### config.mk
export PLATFORM = sky130hd
export DESIGN_NAME = gray2bin_tracker
export DESIGN_NICKNAME = d
export VERILOG_FILES = /design/src/rtl/gray2bin_tracker.sv
export SDC_FILE = /design/constraint.sdc
export NUM_CORES = 1
export LEC_CHECK = 0
export ABC_CLOCK_PERIOD_IN_PS = 4500
export CORE_MARGIN = 2
export CORE_UTILIZATION = 51
export CTS_CLUSTER_DIAMETER = 120
export DETAILED_ROUTE_END_ITERATION = 7
export PLACE_DENSITY = 0.82
export SYNTH_ARGS = -nofsm -noshare
export SYNTH_HDL_FRONTEND = slang
export SYNTH_SLANG_ARGS = --single-unit
### constraint.sdc
create_clock -name clk -period 4.5 [get_ports clk]
set_input_delay 1.125 -clock clk [delete_from_list [all_inputs] [get_ports clk]]
set_output_delay 1.125 -clock clk [all_outputs]
set_load 0.01 [all_outputs]
### src/rtl/gray2bin_tracker.sv
// -----------------------------------------------------------------------------
// gray2bin_tracker
//
// Captures a Gray-coded position sample, decodes it to binary one cycle later
// and tracks single-step movement of the decoded value in an 8-bit signed
// position accumulator. Steps of more than one code are flagged as illegal and
// park the tracker in an ERROR state until err_clr is asserted.
//
// Optional feature macro: GRAY_ERR_CNT_EN
//   defined   -> err_cnt counts illegal steps, saturating at 255
//   undefined -> err_cnt is tied to 0 and no counter exists
//
// Parameters:
//   W         Gray/binary code width (2..8)
//
// Ports:
//   clk       input   single clock, rising-edge active
//   rst_n     input   asynchronous active-low reset
//   g         input   Gray-coded sample [W-1:0]
//   g_valid   input   g is valid this cycle
//   err_clr   input   leave ERROR state (ignored elsewhere)
//   b         output  registered decoded binary value [W-1:0]
//   b_valid   output  one-cycle pulse when b and tracking outputs update
//   pos       output  two's-complement position accumulator [7:0]
//   dir       output  direction of last legal step, 1 = up
//   step_err  output  one-cycle pulse on an illegal step
//   err_cnt   output  illegal-step count [7:0]
// -----------------------------------------------------------------------------
module gray2bin_tracker #(
    parameter int W = 4
) (
    input  logic         clk,
    input  logic         rst_n,
    input  logic [W-1:0] g,
    input  logic         g_valid,
    input  logic         err_clr,
    output logic [W-1:0] b,
    output logic         b_valid,
    output logic [7:0]   pos,
    output logic         dir,
    output logic         step_err,
    output logic [7:0]   err_cnt
);

    typedef enum logic [1:0] {
        IDLE  = 2'd0,
        TRACK = 2'd1,
        ERROR = 2'd2
    } state_t;

    localparam logic [W-1:0] STEP_UP   = W'(1);
    localparam logic [W-1:0] STEP_DOWN = {W{1'b1}};

    state_t       state_q;
    logic [W-1:0] sample_q;
    logic         pending_q;
    logic [W-1:0] refVal_q;
    logic [W-1:0] bin_q;
    logic         binValid_q;
    logic [7:0]   pos_q;
    logic         dir_q;
    logic         stepErr_q;

    logic [W-1:0] binDec;
    logic [W-1:0] delta;
    logic         stepIllegal;

    // Input register: pending_q marks that sample_q holds a sample still to
    // be decoded, so an in-flight sample is dropped by reset.
    always_ff @(posedge clk or negedge rst_n) begin
        if (!rst_n) begin
            sample_q  <= '0;
            pending_q <= 1'b0;
        end else begin
            pending_q <= g_valid;
            if (g_valid) begin
                sample_q <= g;
            end
        end
    end

    // Gray to binary: each binary bit is the XOR of all Gray bits at and
    // above its position.
    for (genvar i = 0; i < W; i++) begin : g_decode
        assign binDec[i] = ^(sample_q >> i);
    end

    // Modular difference; wrap-around steps fall out of the W-bit subtraction.
    assign delta       = binDec - refVal_q;
    assign stepIllegal = pending_q && (state_q == TRACK) &&
                         (delta != '0) && (delta != STEP_UP) && (delta != STEP_DOWN);

    // Tracking FSM with registered outputs. b keeps following the decoded
    // samples in every state; only the position tracking depends on state.
    always_ff @(posedge clk or negedge rst_n) begin
        if (!rst_n) begin
            state_q    <= IDLE;
            refVal_q   <= '0;
            bin_q      <= '0;
            binValid_q <= 1'b0;
            pos_q      <= 8'd0;
            dir_q      <= 1'b0;
            stepErr_q  <= 1'b0;
        end else begin
            binValid_q <= pending_q;
            stepErr_q  <= 1'b0;
            if (pending_q) begin
                bin_q <= binDec;
            end
            case (state_q)
                IDLE: begin
                    if (pending_q) begin
                        refVal_q <= binDec;
                        state_q  <= TRACK;
                    end
                end
                TRACK: begin
                    if (pending_q) begin
                        refVal_q <= binDec;
                        if (delta == STEP_UP) begin
                            pos_q <= pos_q + 8'd1;
                            dir_q <= 1'b1;
                        end else if (delta == STEP_DOWN) begin
                            pos_q <= pos_q - 8'd1;
                            dir_q <= 1'b0;
                        end else if (stepIllegal) begin
                            stepErr_q <= 1'b1;
                            state_q   <= ERROR;
                        end
                    end
                end
                ERROR: begin
                    // A decode arriving together with err_clr is not used as a
                    // reference; the next sample after IDLE re-seeds instead.
                    if (err_clr) begin
                        state_q <= IDLE;
                    end
                end
                default: begin
                    state_q <= IDLE;
                end
            endcase
        end
    end

`ifdef GRAY_ERR_CNT_EN
    logic [7:0] errCnt_q;

    // Counts in step with step_err so both become visible on the same cycle.
    always_ff @(posedge clk or negedge rst_n) begin
        if (!rst_n) begin
            errCnt_q <= 8'd0;
        end else if (stepIllegal && (errCnt_q != 8'hFF)) begin
            errCnt_q <= errCnt_q + 8'd1;
        end
    end

    assign err_cnt = errCnt_q;
`else
    assign err_cnt = 8'd0;
`endif

    assign b        = bin_q;
    assign b_valid  = binValid_q;
    assign pos      = pos_q;
    assign dir      = dir_q;
    assign step_err = stepErr_q;

endmodule

==> impl_metrics.yaml <==
floorplanning:
  coreArea_um2: 2781
  initial_utilization_pct: 54.57
  io_pins: 31
  num_rows: 19
  dieWidth_um: 58.55
  die_h_um: 58.55
  dieArea_um2: 3428
worst_hold_path:
  min_path_cells: 1
  hold_class: "flip-flop to flip-flop"
worst_setup_path:
  worst-setup-path-type: "flip-flop to flip-flop"
  crit_path_max_fanout: 8
  worstSetupStartpointType: "flip-flop"
  worst_setup_path_end_kind: "flip-flop"
  r2r_cells: 14
  cp.required_ps: 4780
  critical_path_arrival_ps: 4450
synthesis:
  ys_types: 36
  synth_seq_cells: 26
  synth_seq_area_share_pct: 42.87
  syn_avg_cell_area_um2: 10.92
  synth_area_leaders: "dfrtp_1 (43%), ha_1 (8.2%), mux2_4 (5.9%)"
  async_flop_share_pct: 100.0
  yosysMostFrequentCell: "dfrtp_1"
  syn_area_um2: 1518
  yosys.area.top_type: "dfrtp_1"
  synth-edff-count: 0
  synthFlopType: "dfrtp_1"
  yosysWarnings: 0
  synth.top_cell.area_share_pct: 42.87
  synthTopCellsByCount: "dfrtp_1 (26), ha_1 (10), nor2_1 (9)"
  synthCells: 139
drt:
  detail_route.first_pass.iterations: 4
  wl_per_cell_um: 14.68
  drt_iter0_markers: 33
  wl_mm: 2.818
  viasPerCell: 5.776
  drtAntennaViolNets: 0
  vias: 1109
  route.detailed.drc: 0
placed_design:
  port_buffers: 22
  place_ws_ps: 230.1
  place_area_um2: 1724
  dp_hpwl_mm: 2.071
  routabilityCongestion: 0.8259
timing:
  worstMarginPinSlew_ps: 1070
  setup_violations: 0
  worst_slack_ps: 324.9
  min_period_ps: 4175
  period_share_pct: 92.78
  fin_skew_ps: 1.418
  finalHoldViolations: 0
  fmax_mhz: 239.5
  fin_setup_tns_ps: 0
  slew_violations: 0
  slew_headroom_pct: 28.45
  rsz0062_at_grt: "no"
finish:
  antenna_cells: 0
  syn_to_final_growth_pct: 19.29
  drive_above_1_share_pct: 14.29
  finalNetCount: 182
  utilization_pct: 65.09
  fin_area_um2: 1810
grt:
  grt.overflow.total: 0
  grtUsageMet2_pct: 28.89
  grt_antenna_before_repair: 0
  grt_max_degree: 27
  met1_usage_pct: 23.24
  grt_usage_pct: 18.23
  met3_usage_pct: 2.418
  grt.busiest_layer: "met2"
  grt_pass1_wl_mm: 4.761
  first_global_vias: 1055
clock_tree:
  clock_sinks: 26
  insertion_delay_ps: 330
  clkTransAtPathRegs_ps: 140
  cts_made_buffers: 3
  clk_path_buf_depth: 2
  htree_levels: 1
  root_buffer: "clkbuf_4"
  cts_hold_buf: 0
  cts_tree: "done"
pwr:
  p_per_area_nw_per_um2: 786.0
  power_leakage_nw: 0.8204
  vdd_drop_max_v: 0.0006948
run_status:
  status: "complete, no violations"
flow_run:
  drv_cap: 0
==> area by class of cell <==
class / count / area [µm²]
multi-input combinational: 102 / 822.0
clock buffer: 3 / 22.52
fill: 208 / 970.9
inverter: 7 / 26.28
sequential: 26 / 650.6
timing repair buffer: 22 / 220.2
tap: 31 / 38.79
clock inverter: 1 / 30.03
==> state kept, by name, summed over array words and instances (netlist names) <==
| signal | flops |
|---|---|
| dir | 1 |
| state_q | 2 |
| b | 4 |
| b_valid | 1 |
| step_err | 1 |
| sample_q | 4 |
| refVal_q | 4 |
| pending_q | 1 |
| pos | 8 |
==> stage by stage <==
stage          cells  hold WS, ps  power, W
2_1_floorplan    146        351.9  0.001003
3_3_place_gp     188        452.6  0.001192
6_report         192        486.7  0.001423
3_5_place_dp     188        465.1  0.001232
4_1_cts          192        480.0  0.001404
5_1_grt          192        502.0  0.001535
==> critical path, cell delays in order, from the launching register on <==
cell	delay, ps
dfrtp_1	500
xnor2_4	190
xnor2_2	230
xnor2_1	140
ha_1	220
fa_1	410
xor2_2	240
nand4_1	190
or2_2	420
ha_1	380
a21o_1	140
a21oi_1	100
or4b_2	630
o2111ai_1	130
mux2_4	190
==> cell usage in the layout (no fill, tap or decap), types with 2 or more instances in the layout <==
cell type	instances
a211o_1	3
clkbuf_4	3
conb_1	8
mux2_2	6
o21ai_0	6
xor2_1	2
nor2_1	9
nand3_1	2
or2_2	2
xnor2_1	6
nand2_1	8
nand2b_1	2
fa_1	2
mux2_4	6
clkdlybuf4s50_1	22
a21oi_1	8
inv_1	7
dfrtp_1	26
o211ai_1	2
ha_1	10
a21o_1	3
==> power breakdown <==
group	switching, W	total (W)	internal [W]	leakage (nW)
Sequential	0.0000728	0.000385	0.000312	0.310
Clock	0.0000704	0.000161	0.0000902	0.0279
Combinational	0.000437	0.000878	0.000440	0.482
Total	0.000581	0.00142	0.000842	0.820
==> cells by family after synthesis <==
| logic type | after synthesis | synth area share [%] |
|---|---|---|
| mux | 12 | 10.39 |
| xor+xnor | 11 | 6.348 |
| simple gates | 30 | 9.811 |
| buf+inv | 18 | 6.926 |
| flops | 26 | 42.87 |
| fa+ha+maj | 12 | 10.88 |
| compound gates | 29 | 12.53 |
| other cells | 1 | 0.2471 |
==> per-layer routing <==
metal | part of all wire (%) | vias up | wire length [µm]
met4 | 3.8 | 0 | 106
met3 | 4.9 | 15 | 138
li1 | - | 514 | -
met5 | 0 | - | 0
met1 | 43 | 533 | 1208
met2 | 48 | 47 | 1365
==> final timing paths <==
check	startpoint	to	slack, ps
worst max-delay path	sample_q[3]	pos[6]	320
worst min-delay path	pos[7]	pos[7]	490
worst max register to register	sample_q[3]	pos[6]	320
worst min register to register	pos[7]	pos[7]	490
max in group asynchronous	rst_n	pos[4]	2510
min in group asynchronous	rst_n	pending_q	1360
==> repair_timing <==
item                       4_1_cts  5_1_grt
gates resized for setup          0        4
setup endpoints to repair        0        2
buffers inserted                 0        0
No activity file was read; power rests on OpenSTA's default activity.
